<file path="src/rtl/y86_run_ctrl_if.sv">
// Host/core signal bundle for the Y86 run/step sequencer.
// The master modport belongs to the host and core; the slave modport belongs to the sequencer.
interface y86_run_ctrl_if #(
  parameter int CNT_W = 32
);
  logic             start_i;
  logic             step_i;
  logic             stop_i;
  logic             clear_i;
  logic             retire_i;
  logic [1:0]       stat_i;
  logic             cpu_en_o;
  logic [2:0]       state_o;
  logic [1:0]       stat_o;
  logic             busy_o;
  logic             done_o;
  logic [CNT_W-1:0] cycle_cnt_o;
  logic [CNT_W-1:0] instr_cnt_o;
  logic             wdog_o;

  // Handshake: there is no valid/ready pair. retire_i is a one-cycle pulse, and the
  // sequencer accepts it only in a cycle where cpu_en_o is high. Commands are level
  // samples and are taken on the rising edge where the current state allows them.
  modport master (
    output start_i, step_i, stop_i, clear_i, retire_i, stat_i,
    input  cpu_en_o, state_o, stat_o, busy_o, done_o, cycle_cnt_o, instr_cnt_o, wdog_o
  );

  modport slave (
    input  start_i, step_i, stop_i, clear_i, retire_i, stat_i,
    output cpu_en_o, state_o, stat_o, busy_o, done_o, cycle_cnt_o, instr_cnt_o, wdog_o
  );
endinterface

</file>
<file path="src/rtl/y86_run_ctrl.sv">
// Run/step sequencer for the Y86 core: gates core advance, tracks retire status, counts cycles and instructions.
// Define RUN_WATCHDOG_EN to build in the no-retire watchdog, which trips into ERR after WDOG_LIMIT enabled cycles.
module y86_run_ctrl #(
  parameter int CNT_W      = 32,
  parameter int WDOG_LIMIT = 1024
) (
  input  logic          clk_i,
  input  logic          rst_i,
  y86_run_ctrl_if.slave bus
);
  typedef enum logic [2:0] {
    S_IDLE = 3'd0,
    S_RUN  = 3'd1,
    S_STEP = 3'd2,
    S_HALT = 3'd3,
    S_ERR  = 3'd4
  } state_t;

  localparam logic [1:0] STAT_AOK = 2'b00;
  localparam logic [1:0] STAT_HLT = 2'b01;
  localparam logic [1:0] STAT_ADR = 2'b10;

  state_t           state_q, state_n;
  logic             stop_pend_q, stop_pend_n;
  logic [1:0]       stat_q, stat_n;
  logic             cpu_en_q, busy_q, done_q;
  logic [CNT_W-1:0] cycle_cnt_q, instr_cnt_q;
  logic             wdog_q;
  logic             clr;
  logic             retire_acc;
  logic             wd_trip;
  logic             final_n;

  assign retire_acc = bus.retire_i & cpu_en_q;

`ifdef RUN_WATCHDOG_EN
  localparam int WD_W = $clog2(WDOG_LIMIT + 1);
  localparam logic [WD_W-1:0] WD_LAST = WD_W'(WDOG_LIMIT - 1);

  logic [WD_W-1:0] wd_cnt_q;

  // The trip fires in the enabled cycle that would bring the idle count up to WDOG_LIMIT.
  assign wd_trip = cpu_en_q & ~retire_acc & (wd_cnt_q == WD_LAST);

  always_ff @(posedge clk_i) begin
    if (rst_i) begin
      wd_cnt_q <= '0;
    end else if (retire_acc ||
                 ((state_n == S_RUN || state_n == S_STEP) &&
                  state_q != S_RUN && state_q != S_STEP)) begin
      wd_cnt_q <= '0;
    end else if (cpu_en_q && wd_cnt_q != WD_LAST) begin
      wd_cnt_q <= wd_cnt_q + 1'b1;
    end
  end
`else
  logic unused_wdog_limit;
  assign unused_wdog_limit = ^(32'(WDOG_LIMIT));
  assign wd_trip = 1'b0;
`endif

  always_comb begin
    state_n     = state_q;
    stop_pend_n = stop_pend_q;
    stat_n      = stat_q;
    clr         = 1'b0;
    if (bus.clear_i && (state_q == S_IDLE || state_q == S_HALT || state_q == S_ERR)) begin
      state_n = S_IDLE;
      stat_n  = STAT_AOK;
      clr     = 1'b1;
    end else if (retire_acc) begin
      stat_n = bus.stat_i;
      if (bus.stat_i == STAT_AOK) begin
        if (state_q == S_STEP || stop_pend_q || bus.stop_i) begin
          state_n = S_IDLE;
        end
      end else if (bus.stat_i == STAT_HLT) begin
        state_n = S_HALT;
      end else begin
        state_n = S_ERR;
      end
    end else if (wd_trip) begin
      state_n = S_ERR;
      stat_n  = STAT_ADR;
    end else begin
      case (state_q)
        S_IDLE: begin
          if (bus.start_i) begin
            state_n     = S_RUN;
            stop_pend_n = 1'b0;
          end else if (bus.step_i) begin
            state_n     = S_STEP;
            stop_pend_n = 1'b0;
          end
        end
        S_RUN: begin
          if (bus.stop_i) begin
            stop_pend_n = 1'b1;
          end
        end
        default: ;
      endcase
    end
  end

  assign final_n = (state_n == S_HALT || state_n == S_ERR) &&
                   !(state_q == S_HALT || state_q == S_ERR);

  always_ff @(posedge clk_i) begin
    if (rst_i) begin
      state_q     <= S_IDLE;
      stop_pend_q <= 1'b0;
      stat_q      <= STAT_AOK;
      cpu_en_q    <= 1'b0;
      busy_q      <= 1'b0;
      done_q      <= 1'b0;
      wdog_q      <= 1'b0;
      cycle_cnt_q <= '0;
      instr_cnt_q <= '0;
    end else begin
      state_q     <= state_n;
      stop_pend_q <= stop_pend_n;
      stat_q      <= stat_n;
      // Output decodes are taken from the next state so they line up with state_q.
      cpu_en_q    <= (state_n == S_RUN || state_n == S_STEP);
      busy_q      <= (state_n == S_RUN || state_n == S_STEP);
      done_q      <= final_n;
      if (clr) begin
        wdog_q      <= 1'b0;
        cycle_cnt_q <= '0;
        instr_cnt_q <= '0;
      end else begin
        if (wd_trip) begin
          wdog_q <= 1'b1;
        end
        if (cpu_en_q && cycle_cnt_q != {CNT_W{1'b1}}) begin
          cycle_cnt_q <= cycle_cnt_q + 1'b1;
        end
        if (retire_acc && instr_cnt_q != {CNT_W{1'b1}}) begin
          instr_cnt_q <= instr_cnt_q + 1'b1;
        end
      end
    end
  end

  assign bus.cpu_en_o    = cpu_en_q;
  assign bus.state_o     = state_q;
  assign bus.stat_o      = stat_q;
  assign bus.busy_o      = busy_q;
  assign bus.done_o      = done_q;
  assign bus.cycle_cnt_o = cycle_cnt_q;
  assign bus.instr_cnt_o = instr_cnt_q;
  assign bus.wdog_o      = wdog_q;
endmodule
</file>
<file path="src/flat_wrapper.sv">
// flat-port wrapper written by rule: the top's interface ports become plain ports
module y86_run_ctrl_flat 
#(
  parameter int CNT_W      = 32,
  parameter int WDOG_LIMIT = 1024
)
  (clk_i, rst_i, bus_start_i, bus_step_i, bus_stop_i, bus_clear_i, bus_retire_i, bus_stat_i, bus_cpu_en_o, bus_state_o, bus_stat_o, bus_busy_o, bus_done_o, bus_cycle_cnt_o, bus_instr_cnt_o, bus_wdog_o);
  y86_run_ctrl_if #(.CNT_W(CNT_W)) bus_i ();
  input  logic clk_i;
  input  logic rst_i;
  input wire logic [$bits(bus_i.start_i)-1:0] bus_start_i;
  input wire logic [$bits(bus_i.step_i)-1:0] bus_step_i;
  input wire logic [$bits(bus_i.stop_i)-1:0] bus_stop_i;
  input wire logic [$bits(bus_i.clear_i)-1:0] bus_clear_i;
  input wire logic [$bits(bus_i.retire_i)-1:0] bus_retire_i;
  input wire logic [$bits(bus_i.stat_i)-1:0] bus_stat_i;
  output wire logic [$bits(bus_i.cpu_en_o)-1:0] bus_cpu_en_o;
  output wire logic [$bits(bus_i.state_o)-1:0] bus_state_o;
  output wire logic [$bits(bus_i.stat_o)-1:0] bus_stat_o;
  output wire logic [$bits(bus_i.busy_o)-1:0] bus_busy_o;
  output wire logic [$bits(bus_i.done_o)-1:0] bus_done_o;
  output wire logic [$bits(bus_i.cycle_cnt_o)-1:0] bus_cycle_cnt_o;
  output wire logic [$bits(bus_i.instr_cnt_o)-1:0] bus_instr_cnt_o;
  output wire logic [$bits(bus_i.wdog_o)-1:0] bus_wdog_o;
  assign bus_i.start_i = bus_start_i;
  assign bus_i.step_i = bus_step_i;
  assign bus_i.stop_i = bus_stop_i;
  assign bus_i.clear_i = bus_clear_i;
  assign bus_i.retire_i = bus_retire_i;
  assign bus_i.stat_i = bus_stat_i;
  assign bus_cpu_en_o = bus_i.cpu_en_o;
  assign bus_state_o = bus_i.state_o;
  assign bus_stat_o = bus_i.stat_o;
  assign bus_busy_o = bus_i.busy_o;
  assign bus_done_o = bus_i.done_o;
  assign bus_cycle_cnt_o = bus_i.cycle_cnt_o;
  assign bus_instr_cnt_o = bus_i.instr_cnt_o;
  assign bus_wdog_o = bus_i.wdog_o;
  y86_run_ctrl #(.CNT_W(CNT_W), .WDOG_LIMIT(WDOG_LIMIT)) u_core (.clk_i(clk_i), .rst_i(rst_i), .bus(bus_i));
endmodule
</file>
<file path="config.mk">
export PLATFORM = sky130hd
export DESIGN_NAME = y86_run_ctrl_flat
export DESIGN_NICKNAME = d
export VERILOG_FILES = /design/src/rtl/y86_run_ctrl_if.sv /design/src/rtl/y86_run_ctrl.sv /design/src/flat_wrapper.sv
export SDC_FILE = /design/constraint.sdc
export NUM_CORES = 1
export LEC_CHECK = 0
export CAP_MARGIN = 20
export CORE_UTILIZATION = 46
export DETAILED_ROUTE_END_ITERATION = 6
export PLACE_DENSITY_LB_ADDON = 0.08
export REMOVE_ABC_BUFFERS = 1
export SLEW_MARGIN = 30
export SYNTH_ARGS = -nofsm -noshare
export SYNTH_HDL_FRONTEND = slang
export SYNTH_SLANG_ARGS = --single-unit
</file>
<file path="constraint.sdc">
create_clock -name clk_i -period 1.85 [get_ports clk_i]
set_clock_uncertainty 0.2 [all_clocks]
set_input_delay 0.4625 -clock clk_i [delete_from_list [all_inputs] [get_ports clk_i]]
set_output_delay 0.4625 -clock clk_i [all_outputs]
set_load 0.05 [all_outputs]
</file>
==> results of run 1 <==
[logic make-up after synthesis]
family / Yosys count / synth area share
and+or+nand+nor: 221 / 0.336
xor gates and xnor gates: 12 / 0.0271
adders and majority gates: 2 / 0.00646
other: 1 / 0.000968
buffers and inverters: 37 / 0.0433
muxes: 3 / 0.00775
DFF: 72 / 0.372
AOI/OAI and AO/OA: 118 / 0.206
[stage by stage]
stage | setup TNS, ns | setup slack, ns | instances | util
2_1_floorplan | -56.52 | -1.23 | 444 | -
3_3_place_gp | -33.07 | -0.575 | 799 | 0.825
3_5_place_dp | -36.07 | -0.655 | 799 | 0.825
4_1_cts | -3.29 | -0.190 | 853 | 0.965
[what timing repair did]
action	in CTS
hold endpoints to repair	0
pin swaps	65
setup endpoints to repair	69
gates cloned	5
resized for setup	162
buffers inserted	34
==> impl_metrics.env, run 1 <==
export IMPL_status="stopped before the end"
export IMPL_stop_error="[ERROR DPL-0038] Utilization greater than 100%, impossible to legalize"
export IMPL_cts_sinks=72
export IMPL_die_x_microns=93.8
export IMPL_yosysSeqAreaShare=0.372
export IMPL_syn_avg_cell_area_sq_um=8.31
export IMPL_worstEpCategory="sequential cell input"
export IMPL_stop_stage="global routing"
export IMPL_cts_buffers_inserted=9
export IMPL_placed_cell_area_sq_um=6750
export IMPL_dp_hpwl_microns=9880
export IMPL_yosysTopAreaCellShare=0.372
export IMPL_start_util=0.474
export IMPL_async_reset_ff_frac=0
export IMPL_ys_top_cells_by_area="dfxtp_1 37%, a21oi_1 5.2%, nand2_1 4.4%"
export IMPL_crit_endpoint="u_core.bus.instr_cnt_o[19]$_SDFFE_PP0P_/D"
export IMPL_grt_max_degree=17
export IMPL_ys_ff_latch=72
export IMPL_yosysTopAreaCell="dfxtp_1"
export IMPL_synth_top_cells_by_count="72 x dfxtp_1, 45 x nand2_1, 40 x a21oi_1"
export IMPL_ys_flop_type="dfxtp_1"
export IMPL_cts_htree_levels=3
export IMPL_clockRootBuffer="clkbuf_8"
export IMPL_synth_edf_count=0
export IMPL_synth_cell_type_count=68
export IMPL_yosysMostFrequentCell="dfxtp_1"
export IMPL_hold_buffers=0
export IMPL_clock_path_buffers=2
export IMPL_synth_cells=466
export IMPL_yosysWarnings=0
export IMPL_fp_dieH_microns=93.8
export IMPL_syn_area_sq_um=3870
export IMPL_rows=33
export IMPL_io_pins=82
export IMPL_globalplace_congestion=0.901
export IMPL_port_buffers=80
==> inputs of run 2 (changes only) <==
- CORE_UTILIZATION: 46 -> 40
- PLACE_DENSITY_LB_ADDON: 0.08 -> 0.15
- clock period: 1.85 -> 2.4 ns (I/O delays scaled with it)
==> run 2 against run 1 <==
  * The flow now finishes without violations
  * Synthesized area unchanged
  * Synthesized cell count unchanged
==> impl_metrics.env, run 2 <==
export IMPL_multi_input_area_sq_um=2280
export IMPL_core_area_sq_um=9330
export IMPL_cts_buffers_inserted=9
export IMPL_fp_dieH_microns=100
export IMPL_period_share=0.962
export IMPL_cpPeakStageDelay_ns=0.81
export IMPL_avgViaCountPerCell=5.59
export IMPL_antenna_left=0
export IMPL_worstSetupStartpoint="u_core.bus.instr_cnt_o[30]"
export IMPL_die_area_sq_um=10100
export IMPL_required_ns=1.60
export IMPL_async_reset_ff_frac=0
export IMPL_clock_path_buffers=2
export IMPL_yosysMostFrequentCell="dfxtp_1"
export IMPL_postLayoutCoreUtil=0.572
export IMPL_relSlewSlack=0.608
export IMPL_reg2reg_setup_slack_ns=0.14
export IMPL_worst_pin_slew_ns=0.579
export IMPL_hold_start="u_core.bus.stat_o[0]"
export IMPL_crit_fanout=4
export IMPL_synth_top_cells_by_count="72 x dfxtp_1, 45 x nand2_1, 40 x a21oi_1"
export IMPL_r2r_start="u_core.bus.instr_cnt_o[9]"
export IMPL_grt_pass1_vias=3518
export IMPL_drt_pre_antenna_iters=4
export IMPL_hold_path_endpoint="u_core.bus.stat_o[0]"
export IMPL_syn_avg_cell_area_sq_um=8.31
export IMPL_placed_cell_area_sq_um=5080
export IMPL_clock_latency_ns=0.34
export IMPL_gr_total_overflow=0
export IMPL_die_x_microns=100
export IMPL_synth_cell_type_count=68
export IMPL_timing_final_ws_setup_ns=0.0904
export IMPL_clockRootBuffer="clkbuf_8"
export IMPL_syn_to_final_growth_pct=37.7
export IMPL_path_depth=1
export IMPL_slowest_stage="clkdlybuf4s50_1"
export IMPL_io_pins=82
export IMPL_grt_pass1_wl_microns=16800
export IMPL_ys_flop_type="dfxtp_1"
export IMPL_fin_setup_tns_ns=0
export IMPL_ir_drop_v=0.000331
export IMPL_postCtsSetupRepairBufs=0
export IMPL_report_power_total_mw=2.68
export IMPL_first_iter_violations=112
export IMPL_dp_slack_ns=-0.235
export IMPL_antenna_cells=0
export IMPL_tritoncts="done"
export IMPL_antenna_found_initial=0
export IMPL_yosysWarnings=0
export IMPL_power_leakage_nw=2.37
export IMPL_yosysTopAreaCell="dfxtp_1"
export IMPL_fmax_ghz=0.433
export IMPL_final_cell_mix="81 x buf_4, 72 x dfxtp_1, 45 x nand2_1"
export IMPL_synth_edf_count=0
export IMPL_drcViolationCount=0
export IMPL_nFillCells=856
export IMPL_reg2regPathDepth=6
export IMPL_clkTransAtPathRegs_ns=0.08
export IMPL_grt_total_usage=0.207
export IMPL_drive_above_1_share=0.203
export IMPL_cap_violations=0
export IMPL_crit_type="register to primary output"
export IMPL_yosysTopAreaCellShare=0.372
export IMPL_synth_cells=466
export IMPL_rows=35
export IMPL_syn_area_sq_um=3870
export IMPL_worstPathCellList="clkdlybuf4s50_1"
export IMPL_p_per_area_nw_per_um2=502
export IMPL_ys_top_cells_by_area="dfxtp_1 37%, a21oi_1 5.2%, nand2_1 4.4%"
export IMPL_cts_sinks=72
export IMPL_status="completed"
export IMPL_drt_total_wl_microns=10300
export IMPL_period_needed_ns=2.31
export IMPL_final_cell_area_sq_um=5330
export IMPL_critPathTopFamily="buffers and inverters"
export IMPL_holdPathStages=2
export IMPL_hold_buffers=0
export IMPL_nNetsFinal=598
export IMPL_end_kind="primary output"
export IMPL_port_buffers=80
export IMPL_finalSetupViolCount=0
export IMPL_globalplace_congestion=0.925
export IMPL_r2r_end="u_core.bus.instr_cnt_o[8]"
export IMPL_slew_viol_final=0
export IMPL_hold_class="register to register"
export IMPL_vias=4029
export IMPL_grt_max_degree=26
export IMPL_cp_num_buf_inv=1
export IMPL_start_kind="register"
export IMPL_cts_htree_levels=3
export IMPL_hold_violations=0
export IMPL_seqCellArea_sq_um=1440
export IMPL_start_util=0.415
export IMPL_final_common_cell="buf_4"
export IMPL_rsz0062_at_grt="false"
export IMPL_ys_ff_latch=72
export IMPL_worstPathArrival_ns=1.51
export IMPL_wire_per_inst_microns=14.3
export IMPL_dp_hpwl_microns=7560
export IMPL_yosysSeqAreaShare=0.372
[run 2: cell counts after synthesis]
Identical to the previous run, type by type.
[run 2: how the worst max path moves through the flow]
stage | slack [ns] | endpoint
2_1_floorplan | -0.68 | u_core.bus.instr_cnt_o[3]
3_3_place_gp | -0.19 | u_core.bus.cycle_cnt_o[11]
3_5_place_dp | -0.23 | u_core.bus.cycle_cnt_o[6]
4_1_cts | 0.002 | bus_instr_cnt_o[20]
5_1_grt | 0.009 | bus_instr_cnt_o[30]
6_report | 0.09 | bus_instr_cnt_o[30]
[run 2: where the power goes]
group	internal [mW]	switching, mW	leakage, nW
registers	1.21	0.0285	0.580
clock network	0.534	0.461	0.101
logic	0.183	0.257	1.69
total	1.93	0.747	2.37
[run 2: metal layers]
metal | wire length, microns | GRT usage
met5 | 0 | 0
met3 | 448 | 0.0320
met1 | 4990 | 0.284
met4 | 117 | 0.0702
met2 | 4720 | 0.331
[run 2: logic make-up (layout without fill, tap and decap cells)]
logic type               after synthesis  after routing  synth area share
AND/OR/NAND/NOR                      221            221             0.336
AO/OA/AOI/OAI                        118            118             0.206
flip-flops                            72             72             0.372
buffers and inverters                 37            163            0.0433
XOR/XNOR                              12             12            0.0271
multiplexers                           3              3           0.00775
adder cells (fa/ha/maj)                2              2           0.00646
other                                  1              1          0.000968
[run 2: timing repair]
action                                  4_1_cts  5_1_grt
endpoints found under the hold margin         0        0
resized for setup                            12       24
endpoints found under the setup margin       12       25
pin swaps                                     0        1
[run 2: worst reg2reg max path: cells and delay by family, from the launching register on]
family / cells / cell delay, ns
and+or+nand+nor: 3 / 0.85
xor gates and xnor gates: 1 / 0.14
buffers and inverters: 1 / 0.19
DFF: 1 / 0.44
AOI/OAI and AO/OA: 1 / 0.33
[run 2: through the flow]
step,instances,hold WS (ns)
floorplan,444,0.331
global placement,705,0.244
detailed placement,705,0.246
CTS,721,0.260
global route,721,0.273
finish,721,0.258
[run 2: cell type report]
| cell class | count | share of cell area |
|---|---|---|
| multi-input cells | 357 | 0.427 |
| flip-flops and latches | 72 | 0.270 |
| repair buffers | 132 | 0.223 |
| well taps | 129 | 0.0303 |
| clock buffers | 11 | 0.0284 |
| inverters | 15 | 0.0106 |
| clock inverters | 5 | 0.0103 |
Note: power is estimated with default switching activity, not from simulation.
==> inputs of run 3 (changes only) <==
==> constraint.sdc (replaced) <==
create_clock -name clk_i -period 2.4 [get_ports clk_i]
set_clock_uncertainty 0.2 [all_clocks]
set_input_delay 0.36 -clock clk_i [delete_from_list [all_inputs] [get_ports clk_i]]
set_output_delay 0.36 -clock clk_i [all_outputs]
set_load 0.05 [all_outputs]
==> run 3 against run 2 <==
  * Count of clock-buffer cells in the layout is 1 higher
  * Sequential power hardly changed
  * First-iteration DRC count is 6.3% higher
  * Via count is 2.1% lower
  * Critical endpoint is now bus_cycle_cnt_o[4]
==> impl_metrics.env, run 3 (synthesis gave the netlist of run 2 again) <==
export IMPL_status="completed"
export IMPL_relSlewSlack=0.629
export IMPL_crit_fanout=5
export IMPL_dp_hpwl_microns=7540
export IMPL_antenna_found_initial=0
export IMPL_start_util=0.415
export IMPL_first_iter_violations=119
export IMPL_required_ns=1.84
export IMPL_layoutNonFillerInstCount=702
export IMPL_slew_viol_final=0
export IMPL_rsz0062_at_grt="false"
export IMPL_cts_buffers_inserted=9
export IMPL_grt_pass1_vias=3685
export IMPL_clkTransAtPathRegs_ns=0.07
export IMPL_avgViaCountPerCell=5.62
export IMPL_hold_start="u_core.bus.stat_o[0]"
export IMPL_crit_type="register to primary output"
export IMPL_r2r_start="u_core.bus.cycle_cnt_o[0]"
export IMPL_io_pins=82
export IMPL_final_cell_mix="80 x clkdlybuf4s50_1, 72 x dfxtp_1, 45 x nand2_1"
export IMPL_reg2reg_setup_slack_ns=0.14
export IMPL_period_needed_ns=2.29
export IMPL_clockPowerShare=0.394
export IMPL_report_power_total_mw=2.74
export IMPL_grt_total_usage=0.208
export IMPL_end_kind="primary output"
export IMPL_drt_total_wl_microns=10100
export IMPL_place_inst=687
export IMPL_ir_drop_v=0.000327
export IMPL_internal_power_mw=2.02
export IMPL_worstPathArrival_ns=1.73
export IMPL_antenna_cells=0
export IMPL_drcViolationCount=0
export IMPL_gr_total_overflow=0
export IMPL_whs_ns=0.265
export IMPL_cap_violations=0
export IMPL_start_kind="register"
export IMPL_hold_violations=0
export IMPL_nFillCells=863
export IMPL_vias=3943
export IMPL_wire_per_inst_microns=14.4
export IMPL_fp_dieH_microns=100
export IMPL_drive_above_1_share=0.117
export IMPL_port_buffers=80
export IMPL_worst_pin_slew_ns=0.554
export IMPL_power_leakage_nw=1.75
export IMPL_multi_input_area_sq_um=2270
export IMPL_post_cts_resize_count=0
export IMPL_syn_to_final_growth_pct=35.7
export IMPL_cts_htree_levels=3
export IMPL_die_x_microns=100
export IMPL_antenna_left=0
export IMPL_rows=35
export IMPL_grt_pass1_wl_microns=17000
export IMPL_die_area_sq_um=10100
export IMPL_final_common_cell="clkdlybuf4s50_1"
export IMPL_p_sw_frac=0.264
export IMPL_switchingPower_mw=0.725
export IMPL_seqCellArea_sq_um=1440
export IMPL_tritoncts="done"
export IMPL_postLayoutCoreUtil=0.563
export IMPL_cts_sinks=72
export IMPL_p_per_area_nw_per_um2=522
export IMPL_clockRootBuffer="clkbuf_8"
export IMPL_combinationalPowerShare=0.156
export IMPL_globalplace_congestion=0.835
export IMPL_nNetsFinal=580
export IMPL_drt_pre_antenna_iters=5
export IMPL_finalSetupViolCount=0
export IMPL_hold_class="register to register"
export IMPL_clock_path_buffers=2
export IMPL_p_seq_frac=0.451
export IMPL_worstSetupStartpoint="u_core.bus.cycle_cnt_o[4]"
export IMPL_fmax_ghz=0.437
export IMPL_grt_max_degree=21
export IMPL_clock_latency_ns=0.34
export IMPL_core_area_sq_um=9330
export IMPL_period_share=0.953
-- run 3: changes by cell type in the layout (fill, tap and decap cells not counted), sizes merged --
cell | before | now
buf | 84 | 34
bufinv | 1 | 2
clkbuf | 11 | 12
clkdlybuf4s50 | 13 | 80
clkinv | 2 | 1
clkinvlp | 2 | 0
dlygate4sd2 | 12 | 0
dlymetal6s2s | 23 | 0
-- run 3: critical path, stage by stage (launching register included) --
cell             delay [ns]
dfxtp_1                0.43
buf_4                  0.17
clkdlybuf4s50_1        0.79
-- run 3: repair_timing --
action                                  4_1_cts  5_1_grt
endpoints found under the setup margin        0        5
hold buffers                                  0        0
buffers inserted                              0        0
-- run 3: final cells by class --
cell class | count | area share
Timing Repair Buffer | 114 | 0.210
Clock buffer | 12 | 0.0295
Multi-Input combinational cell | 357 | 0.432
Inverter | 15 | 0.0107
Sequential cell | 72 | 0.274
Clock inverter | 3 | 0.0124
Tap cell | 129 | 0.0307
-- run 3: per-layer routing --
layer,track usage,routed length [microns],part of all wire,vias to the layer above
li1,-,-,-,1986
met1,0.282,4920,0.49,1861
met2,0.331,4670,0.46,86
met3,0.0341,399,0.040,10
met4,0.0780,106,0.011,0
met5,0,0,0,-
-- run 3: final timing paths --
kind | cells past startpoint | end
setup reg to reg | 6 | u_core.bus.cycle_cnt_o[3]
hold reg to reg | 2 | u_core.bus.stat_o[0]
setup / recovery | 2 | bus_cycle_cnt_o[4]
hold / removal | 2 | u_core.bus.stat_o[0]
-- run 3: power by group through the flow --
stage | Clock [mW] | Sequential [mW] | Combinational (mW)
global route | 1.16 | 1.24 | 0.456
detailed placement | 0 | 1.26 | 0.427
finish | 1.08 | 1.24 | 0.427
global placement | 0 | 1.26 | 0.423
CTS | 1.10 | 1.24 | 0.429
floorplan | 0 | 1.35 | 0.152
-- run 3: per-stage QoR --
step	setup slack, ns	instance area, sq um	setup TNS (ns)
after floorplan	-0.677	3760	-18.21
after global placement	0.0623	5030	0
after detailed placement	0.00360	5030	0
after CTS	0.104	5260	0
after global routing	0.00402	5260	0
final	0.112	5260	0
